===== config.mk =====
export PLATFORM = sky130hd
export DESIGN_NAME = mem_access_unit_flat
export DESIGN_NICKNAME = d
export VERILOG_FILES = /design/src/rtl/mem_access_unit_if.sv /design/src/rtl/mem_access_unit.sv /design/src/flat_wrapper.sv
export SDC_FILE = /design/constraint.sdc
export NUM_CORES = 1
export LEC_CHECK = 0
export ABC_AREA = 1
export CORE_MARGIN = 2
export CORE_UTILIZATION = 40
export CTS_CLUSTER_DIAMETER = 80
export DETAILED_ROUTE_END_ITERATION = 10
export PLACE_DENSITY = 0.82
export SLEW_MARGIN = 20
export SYNTH_ARGS = -nofsm -noshare
export SYNTH_HDL_FRONTEND = slang
export SYNTH_SLANG_ARGS = --single-unit

===== constraint.sdc =====
create_clock -name clk -period 2 [get_ports clk]
set_clock_uncertainty 0.15 [all_clocks]
set_input_delay 0.6 -clock clk [delete_from_list [all_inputs] [get_ports clk]]
set_output_delay 0.6 -clock clk [all_outputs]
set_load 0.01 [all_outputs]

===== src/rtl/mem_access_unit_if.sv =====
// Memory-side handshake bundle for mem_access_unit.
// The master modport is used by the unit and the slave modport by the memory.
interface mem_access_unit_if;
  logic        mem_req;
  logic        mem_we;
  logic [3:0]  mem_be;
  logic [31:0] mem_addr;
  logic [31:0] mem_wdata;
  logic [31:0] mem_rdata;
  logic        mem_ready;

  modport master (
    output mem_req, mem_we, mem_be, mem_addr, mem_wdata,
    input  mem_rdata, mem_ready
  );

  modport slave (
    input  mem_req, mem_we, mem_be, mem_addr, mem_wdata,
    output mem_rdata, mem_ready
  );
endinterface


===== src/rtl/mem_access_unit.sv =====
// MEM pipeline stage: performs load/store handshakes, with a bus-timeout abort.
// Define MISALIGN_TRAP_EN to trap misaligned word/halfword accesses instead of issuing them.
module mem_access_unit #(
  parameter int TIMEOUT_CYCLES = 255
) (
  input  logic                 clk,
  input  logic                 rst,
  input  logic                 in_valid,
  input  logic                 in_mem,
  input  logic [2:0]           in_op,
  input  logic [31:0]          in_addr,
  input  logic [31:0]          in_wdata,
  input  logic [31:0]          in_res,
  input  logic [4:0]           in_dest,
  input  logic                 flush,
  output logic                 stall_out,
  mem_access_unit_if.master    bus,
  output logic                 wb_valid,
  output logic [31:0]          wb_data,
  output logic [4:0]           wb_dest,
  output logic                 exc_misalign,
  output logic                 exc_bus,
  output logic [31:0]          exc_addr
);

  localparam logic [2:0] OP_LW  = 3'd0;
  localparam logic [2:0] OP_LH  = 3'd1;
  localparam logic [2:0] OP_LHU = 3'd2;
  localparam logic [2:0] OP_LB  = 3'd3;
  localparam logic [2:0] OP_LBU = 3'd4;
  localparam logic [2:0] OP_SW  = 3'd5;
  localparam logic [2:0] OP_SH  = 3'd6;
  localparam logic [2:0] OP_SB  = 3'd7;

  localparam int CNT_W = $clog2(TIMEOUT_CYCLES + 1);
  localparam logic [CNT_W-1:0] CNT_LAST = CNT_W'(TIMEOUT_CYCLES - 1);

  typedef enum logic {IDLE, BUSY} state_t;

  state_t            state, state_next;
  logic [CNT_W-1:0]  cnt;
  logic [2:0]        op_q;
  logic [31:0]       addr_q;
  logic [31:0]       wdata_q;
  logic [3:0]        be_q;
  logic              we_q;
  logic [4:0]        dest_q;
  logic              killed;
  logic              accept_pass, accept_mem, done, abort;
  logic              misaligned;
  logic [3:0]        lane_be;
  logic [31:0]       lane_wdata;
  logic [15:0]       half_sel;
  logic [7:0]        byte_sel;
  logic [31:0]       load_data;

  function automatic logic is_store(input logic [2:0] op);
    return (op == OP_SW) || (op == OP_SH) || (op == OP_SB);
  endfunction

`ifdef MISALIGN_TRAP_EN
  always_comb begin
    misaligned = 1'b0;
    case (in_op)
      OP_LW, OP_SW:         misaligned = |in_addr[1:0];
      OP_LH, OP_LHU, OP_SH: misaligned = in_addr[0];
      default:              misaligned = 1'b0;
    endcase
  end
`else
  assign misaligned = 1'b0;
`endif

  always_ff @(posedge clk) begin
    if (rst) state <= IDLE;
    else     state <= state_next;
  end

  always_comb begin
    state_next  = state;
    accept_pass = 1'b0;
    accept_mem  = 1'b0;
    done        = 1'b0;
    abort       = 1'b0;
    case (state)
      IDLE: begin
        if (in_valid && !flush) begin
          if (!in_mem) begin
            accept_pass = 1'b1;
          end else if (!misaligned) begin
            accept_mem = 1'b1;
            state_next = BUSY;
          end
        end
      end
      BUSY: begin
        if (bus.mem_ready) begin
          done       = 1'b1;
          state_next = IDLE;
        end else if (cnt == CNT_LAST) begin
          abort      = 1'b1;
          state_next = IDLE;
        end
      end
      default: state_next = IDLE;
    endcase
  end

  // Stores are placed on their byte lanes by replication; the enables pick the lane.
  always_comb begin
    lane_be    = 4'b1111;
    lane_wdata = in_wdata;
    case (in_op)
      OP_SH: begin
        lane_be    = in_addr[1] ? 4'b1100 : 4'b0011;
        lane_wdata = {2{in_wdata[15:0]}};
      end
      OP_SB: begin
        lane_be    = 4'b0001 << in_addr[1:0];
        lane_wdata = {4{in_wdata[7:0]}};
      end
      default: ;
    endcase
  end

  always_comb begin
    half_sel  = addr_q[1] ? bus.mem_rdata[31:16] : bus.mem_rdata[15:0];
    byte_sel  = bus.mem_rdata[7:0];
    case (addr_q[1:0])
      2'd1:    byte_sel = bus.mem_rdata[15:8];
      2'd2:    byte_sel = bus.mem_rdata[23:16];
      2'd3:    byte_sel = bus.mem_rdata[31:24];
      default: byte_sel = bus.mem_rdata[7:0];
    endcase
    load_data = bus.mem_rdata;
    case (op_q)
      OP_LH:   load_data = {{16{half_sel[15]}}, half_sel};
      OP_LHU:  load_data = {16'h0000, half_sel};
      OP_LB:   load_data = {{24{byte_sel[7]}}, byte_sel};
      OP_LBU:  load_data = {24'h000000, byte_sel};
      default: load_data = bus.mem_rdata;
    endcase
  end

  // A flush seen at any point of the handshake is remembered so the writeback is dropped.
  always_ff @(posedge clk) begin
    if (rst) begin
      cnt      <= '0;
      op_q     <= OP_LW;
      addr_q   <= '0;
      wdata_q  <= '0;
      be_q     <= '0;
      we_q     <= 1'b0;
      dest_q   <= '0;
      killed   <= 1'b0;
      wb_valid <= 1'b0;
      wb_data  <= '0;
      wb_dest  <= '0;
      exc_bus  <= 1'b0;
      exc_addr <= '0;
    end else begin
      wb_valid <= 1'b0;
      exc_bus  <= 1'b0;
      if (accept_pass) begin
        wb_valid <= 1'b1;
        wb_data  <= in_res;
        wb_dest  <= in_dest;
      end
      if (accept_mem) begin
        cnt     <= '0;
        op_q    <= in_op;
        addr_q  <= in_addr;
        wdata_q <= lane_wdata;
        be_q    <= lane_be;
        we_q    <= is_store(in_op);
        dest_q  <= in_dest;
        killed  <= 1'b0;
      end
      if (state == BUSY) begin
        cnt <= cnt + 1'b1;
        if (flush) killed <= 1'b1;
      end
      if (done && !is_store(op_q) && !killed && !flush) begin
        wb_valid <= 1'b1;
        wb_data  <= load_data;
        wb_dest  <= dest_q;
      end
      if (abort) begin
        exc_bus  <= 1'b1;
        exc_addr <= addr_q;
      end
`ifdef MISALIGN_TRAP_EN
      if (state == IDLE && in_valid && in_mem && !flush && misaligned) begin
        exc_addr <= in_addr;
      end
`endif
    end
  end

`ifdef MISALIGN_TRAP_EN
  always_ff @(posedge clk) begin
    if (rst) exc_misalign <= 1'b0;
    else     exc_misalign <= (state == IDLE) && in_valid && in_mem && !flush && misaligned;
  end
`else
  assign exc_misalign = 1'b0;
`endif

  assign stall_out     = (state == BUSY);
  assign bus.mem_req   = (state == BUSY);
  assign bus.mem_we    = (state == BUSY) && we_q;
  assign bus.mem_be    = (state == BUSY) ? be_q : 4'b0000;
  assign bus.mem_addr  = {addr_q[31:2], 2'b00};
  assign bus.mem_wdata = wdata_q;

endmodule


===== src/flat_wrapper.sv =====
// flat-port wrapper written by rule: the top's interface ports become plain ports
module mem_access_unit_flat 
#(
  parameter int TIMEOUT_CYCLES = 255
)
  (clk, rst, in_valid, in_mem, in_op, in_addr, in_wdata, in_res, in_dest, flush, stall_out, wb_valid, wb_data, wb_dest, exc_misalign, exc_bus, exc_addr, bus_mem_req, bus_mem_we, bus_mem_be, bus_mem_addr, bus_mem_wdata, bus_mem_rdata, bus_mem_ready);
  mem_access_unit_if bus_i ();
  input  logic clk;
  input  logic rst;
  input  logic in_valid;
  input  logic in_mem;
  input  logic [2:0] in_op;
  input  logic [31:0] in_addr;
  input  logic [31:0] in_wdata;
  input  logic [31:0] in_res;
  input  logic [4:0] in_dest;
  input  logic flush;
  output logic stall_out;
  output logic wb_valid;
  output logic [31:0] wb_data;
  output logic [4:0] wb_dest;
  output logic exc_misalign;
  output logic exc_bus;
  output logic [31:0] exc_addr;
  output wire logic [$bits(bus_i.mem_req)-1:0] bus_mem_req;
  output wire logic [$bits(bus_i.mem_we)-1:0] bus_mem_we;
  output wire logic [$bits(bus_i.mem_be)-1:0] bus_mem_be;
  output wire logic [$bits(bus_i.mem_addr)-1:0] bus_mem_addr;
  output wire logic [$bits(bus_i.mem_wdata)-1:0] bus_mem_wdata;
  input wire logic [$bits(bus_i.mem_rdata)-1:0] bus_mem_rdata;
  input wire logic [$bits(bus_i.mem_ready)-1:0] bus_mem_ready;
  assign bus_mem_req = bus_i.mem_req;
  assign bus_mem_we = bus_i.mem_we;
  assign bus_mem_be = bus_i.mem_be;
  assign bus_mem_addr = bus_i.mem_addr;
  assign bus_mem_wdata = bus_i.mem_wdata;
  assign bus_i.mem_rdata = bus_mem_rdata;
  assign bus_i.mem_ready = bus_mem_ready;
  mem_access_unit #(.TIMEOUT_CYCLES(TIMEOUT_CYCLES)) u_core (.clk(clk), .rst(rst), .in_valid(in_valid), .in_mem(in_mem), .in_op(in_op), .in_addr(in_addr), .in_wdata(in_wdata), .in_res(in_res), .in_dest(in_dest), .flush(flush), .stall_out(stall_out), .bus(bus_i), .wb_valid(wb_valid), .wb_data(wb_data), .wb_dest(wb_dest), .exc_misalign(exc_misalign), .exc_bus(exc_bus), .exc_addr(exc_addr));
endmodule

# [Yosys cells after proc, flatten, opt, wreduce, memory -nomap -nowiden]
# Index checks and enable logic that the tools add are counted.
[word_totals] wordCells=78 reg_bits=158
[classes] n_addsub=1 n_eq_ne=14 shift=1 muxes=33 reduce_logical=14 bitwise_logic=1
[op_table] cell="$pmux 32 s4" n=1
[op_table] cell="$mux 32" n=2
[op_table] cell="$pmux 32 s2" n=1
[op_table] cell="$pmux 8 s3" n=1
[op_table] cell="$eq 3x3->1 const B" n=7
[op_table] cell="$mux 1" n=19
[op_table] cell="$mux 16" n=1
[op_table] cell="$mux 8" n=2
[op_table] cell="$mux 5" n=2
[op_table] cell="$add 8x1->8 const B" n=1
[op_table] cell="$eq 8x8->1 const B" n=1
[op_table] cell="$mux 4" n=2
[op_table] cell="$pmux 4 s2" n=1
[op_table] cell="$eq 3x2->1 const B" n=2
[op_table] cell="$logic_and 1x1->1" n=5
[op_table] cell="$eq 2x2->1 const B" n=2
[op_table] cell="$logic_or 1x1->1" n=4
[op_table] cell="$reduce_bool 2->1" n=2
[op_table] cell="$shl 1x2->4 const A" n=1
[op_table] cell="$eq 3x1->1 const B" n=1
[op_table] cell="$logic_not 1->1" n=3
[op_table] cell="$eq 2x1->1 const B" n=1
[op_table] cell="$pmux 1 s2" n=1
[op_table] cell="$not 1->1" n=1

# [Logic depth before layout (Yosys ltp)]
[logic_depth] word_depth=8 ltp_mapped=11

# [Worst setup path before layout]
# No wires, ideal clock.
[synth_timing] path_type="input to register" startpoint="input port bus_mem_ready" endpoint="register u_core.wb_data[25]" arrival_time_ns=1.430 t_required_ns=1.731 stages=7 n_path_buf=2 path_slack_ns=0.301 cell_sequence="nand2_1 -> nor3_2 -> nand2_2 -> buf_6 -> buf_2 -> a211oi_1 -> nor2_1"
[synth_via] elab_chain_len=6
[synth_rtl] item="start, declared" line="flat_wrapper.sv:31" source="input wire logic [$bits(bus_i.mem_ready)-1:0] bus_mem_ready;"
[synth_rtl] item="$mux 1 *" line="mem_access_unit.sv:97" source="if (bus.mem_ready) begin"
[synth_rtl] item="$mux 1 *" line="mem_access_unit.sv:85" source="case (state)"
[synth_rtl] item="$logic_and 1x1->1 * (3 in series)" line="mem_access_unit.sv:183" source="if (done && !is_store(op_q) && !killed && !flush) begin"
[synth_rtl] item="$mux 32 / $reduce_bool 2->1 (equally long branches)"
[synth_rtl] item="end signal, assigned" line="mem_access_unit.sv:166" source="wb_data <= in_res;"
[synth_rtl] item="end signal, assigned" line="mem_access_unit.sv:185" source="wb_data <= load_data;"
[synth_rtl] item="end, declared" line="mem_access_unit.sv:19" source="output logic [31:0] wb_data,"
# Mark *: on every way between the ends. The rest lies on a longest branch, timed or not.
# A chain may end at the register's enable or synchronous reset.

# [Worst setup path after layout]
[layout_timing] startpoint="register u_core.state, in the netlist u_core.bus.mem_req" endpoint="output port bus_mem_be[1]"
[layout_via] elab_chain_len=1
[layout_rtl] item="start, declared" line="mem_access_unit.sv:40" source="state_t state, state_next;"
[layout_rtl] item="start signal, assigned" line="mem_access_unit.sv:76" source="else state <= state_next;"
[layout_rtl] item="$mux 4" line="mem_access_unit.sv:212" source="assign bus.mem_be = (state == BUSY) ? be_q : 4'b0000;"
[layout_rtl] item="end, declared" line="flat_wrapper.sv:27" source="output wire logic [$bits(bus_i.mem_be)-1:0] bus_mem_be;"
# No other way between the ends.

==> impl_metrics.py <==
metrics = {
    "outcome": {
        "outcome": "finished, final reports clean",
    },
    "clock_tree": {
        "clockBufferDepth": 2,
        "ctsHoldBuffers": 0,
        "cts_tree": "yes",
        "path_clk_slew_ps": 70,
        "htreeDepth": 4,
        "cts_root_buf": "clkbuf_16",
        "clk_latency_ps": 420,
        "clock-sinks": 158,
        "numCtsBuffers": 17,
    },
    "synthesis": {
        "synth_seq_cells": 158,
        "synth_cell_type_count": 32,
        "synth-seq-area-share_pct": 43.1,
        "ys.warnings.count": 0,
        "syn-cell-area_um2": 7340,
        "synth_fa_ha_area_share_pct": 0.341,
        "yosys.area_share.simple_pct": 20.9,
        "muxShareOfSynthArea_pct": 0,
        "postSynthCellCount": 1041,
        "synth_xor_area_share_pct": 0,
        "synth_top_family_by_area": "compound AO/OA/AOI/OAI gates",
        "synth_compound_area_share_pct": 22.1,
        "syn_avg_cell_area_um2": 7.05,
    },
    "pwr": {
        "p_per_area_nw_per_um2": 720,
        "power_mw": 8.01,
        "ir_worst_vdd_v": 0.000576,
        "p_leak_nw": 5.29,
    },
    "grt": {
        "antenna_found_initial": 0,
        "grt_pass1_vias": 7531,
        "grt_pass1_wl_um": 38100,
        "track_usage_pct": 24.1,
        "grt_max_degree": 66,
        "grt_remaining_overflow": 0,
    },
    "floorplanning": {
        "initial_core_util_pct": 40.9,
        "io-pin-count": 285,
        "rows": 49,
        "die_x_um": 139,
        "die-area_um2": 19500,
        "core_um2": 18000,
        "die-height_um": 139,
    },
    "detailed_routing": {
        "final_antenna_net_count": 0,
        "routed_wl_um": 24200,
        "wl_per_cell_um": 15.5,
        "drt_first_pass_iters": 5,
        "vias": 7882,
        "drt_iter0_drc": 581,
        "drc_errors": 0,
        "viasPerCell": 5.06,
    },
    "critical_path": {
        "crit_family": "flip-flops",
        "r2r_slack_ps": 200,
        "cp_data_arrival_time_ps": 1190,
        "cp-end-kind": "output port",
        "crit_end": "bus_mem_be[1]",
        "crit_slowest_cell": "dfxtp_4",
        "rr_endpoint": "u_core.wb_data[23]",
        "path_class": "flop to output port",
        "slowest_delay_ps": 380,
        "required_ps": 1250,
        "cp-startpoint": "u_core.bus.mem_req",
        "worstReg2RegStart": "u_core.op_q[0]",
        "crit_fanout": 7,
        "crit_buf_inv": 2,
        "crit_chain": "nand2_1 > inv_1 > dlygate4sd2_1",
        "rr_worst_depth": 7,
        "path_depth": 3,
        "start_kind": "flop",
    },
    "layout": {
        "final_cell_area_um2": 11100,
        "area_growth_pct": 51.6,
        "fillCellCount": 1604,
        "final_layout_size_suffix_gt1_share_pct": 10.0,
        "fin_util_pct": 62.0,
        "fin_cells": 1558,
        "n_antenna_cell": 0,
        "fin_nets": 1460,
        "mostFrequentLayoutCell": "nand2_1",
        "most-common-layout-cells": "162 x nand2_1, 156 x dfxtp_1, 143 x o21ai_0, 140 x clkdlybuf4s50_1, 138 x dlygate4sd2_1",
    },
    "sta": {
        "finalCritPeriodShare_pct": 96.8,
        "final_max_slew_viol_count": 0,
        "max_freq_mhz": 517,
        "hold_viol_final": 0,
        "whs_ps": 289,
        "fin_crit_ps": 1940,
        "setup_violations": 0,
        "rsz0062_at_grt": "no",
    },
    "place": {
        "place_inst": 1525,
        "hpwl_um": 17800,
        "placed_area_um2": 10600,
        "io_buffers": 281,
        "place.gp.congestion": 0.904,
    },
    "min_path": {
        "hp-class": "flop to flop",
    },
    "flow_run": {
        "maxCapViolations": 0,
    },
}
[power by group]
part	total, mW	internal, mW	switching [mW]
registers	3.34	3.27	0.0715
clock network	3.51	2.05	1.46
logic	1.16	0.599	0.565
total	8.01	5.92	2.10
[stage by stage]
step                      setup slack (ps)  TNS [ps]
after detailed placement              -323    -31930
after global placement                -290    -27280
after CTS                             15.0         0
final                                 64.1         0
after global routing                  10.7         0
after floorplan                        301         0
[logic make-up after synthesis]
logic type	Yosys count
fa+ha+maj	2
other cells	1
flops	158
compound gates	305
buf+inv	209
simple gates	366
[synthesized netlist by cell type]
library cell / instances / share of area (%)
o21ai_1: 3 / 0.20
nand4_1: 2 / 0.17
nand2_2: 3 / 0.26
o31ai_1: 7 / 0.72
nand3_4: 2 / 0.48
inv_2: 6 / 0.31
buf_1: 1 / 0.051
buf_6: 3 / 0.46
o221ai_1: 2 / 0.24
nor3b_1: 1 / 0.10
inv_1: 104 / 5.3
nand2_1: 162 / 8.3
a211oi_1: 9 / 0.92
a21oi_1: 110 / 7.5
o211ai_1: 9 / 0.92
o21ai_0: 143 / 9.7
o22ai_1: 4 / 0.34
nand2_4: 2 / 0.31
a31oi_1: 18 / 1.5
nand3_1: 52 / 3.5
nor2_2: 2 / 0.17
buf_4: 41 / 4.2
dfxtp_1: 158 / 43
conb_1: 1 / 0.051
nor2_1: 131 / 6.7
clkbuf_1: 28 / 1.4
ha_1: 2 / 0.34
buf_2: 26 / 1.8
nor3_1: 1 / 0.068
or2_2: 6 / 0.51
nand3_2: 1 / 0.14
nor3_2: 1 / 0.14
[state kept, by name, indices dropped and copies added, names as in the netlist]
register / count
u_core.exc_bus: 1
u_core.addr_q: 32
u_core.wb_data: 32
u_core.cnt: 8
u_core.be_q: 4
u_core.killed: 1
u_core.dest_q: 5
u_core.op_q: 3
u_core.exc_addr: 32
u_core.bus.mem_wdata: 32
u_core.bus.mem_req: 1
u_core.wb_valid: 1
u_core.we_q: 1
u_core.wb_dest: 5
[how the worst min path moves through the flow]
stage | startpoint | endpoint | cells after the start
6_report | u_core.exc_addr[6] | u_core.exc_addr[6] | 2
5_1_grt | u_core.exc_addr[21] | u_core.exc_addr[21] | 2
4_1_cts | u_core.exc_addr[4] | u_core.exc_addr[4] | 2
3_5_place_dp | u_core.exc_addr[4] | u_core.exc_addr[4] | 2
3_3_place_gp | u_core.exc_addr[29] | u_core.exc_addr[29] | 2
2_1_floorplan | u_core.dest_q[4] | u_core.dest_q[4] | 2
[cell type report]
cell class                 instances  area (um2)  share of cell area [%]
inverter                         110         414                    3.72
tap                              229         287                    2.57
multi-input combinational        676        3200                    28.8
sequential                       158        3170                    28.5
clock inverter                    14         191                    1.72
timing repair buffer             353        3430                    30.8
clock buffer                      18         439                    3.95
[metal layers]
layer | vias up | wire length (um) | global-route usage, %
li1 | 3923 | - | -
met1 | 3540 | 10100 | 29.9
met2 | 353 | 11200 | 38.8
met3 | 66 | 1990 | 6.81
met4 | 0 | 953 | 11.4
met5 | - | 0 | 0
[worst min-delay path, cell delays in order, from the launching register on]
cell,delay [ps]
dfxtp_1,310
inv_1,40
a21oi_1,50
[repair_timing]
item	in CTS	in global routing
setup buffers	0	0
setup endpoints to repair	140	13
pin swaps	0	2
resized for setup	143	7
cloned	0	1
Note: power is estimated with default switching activity, not from simulation.
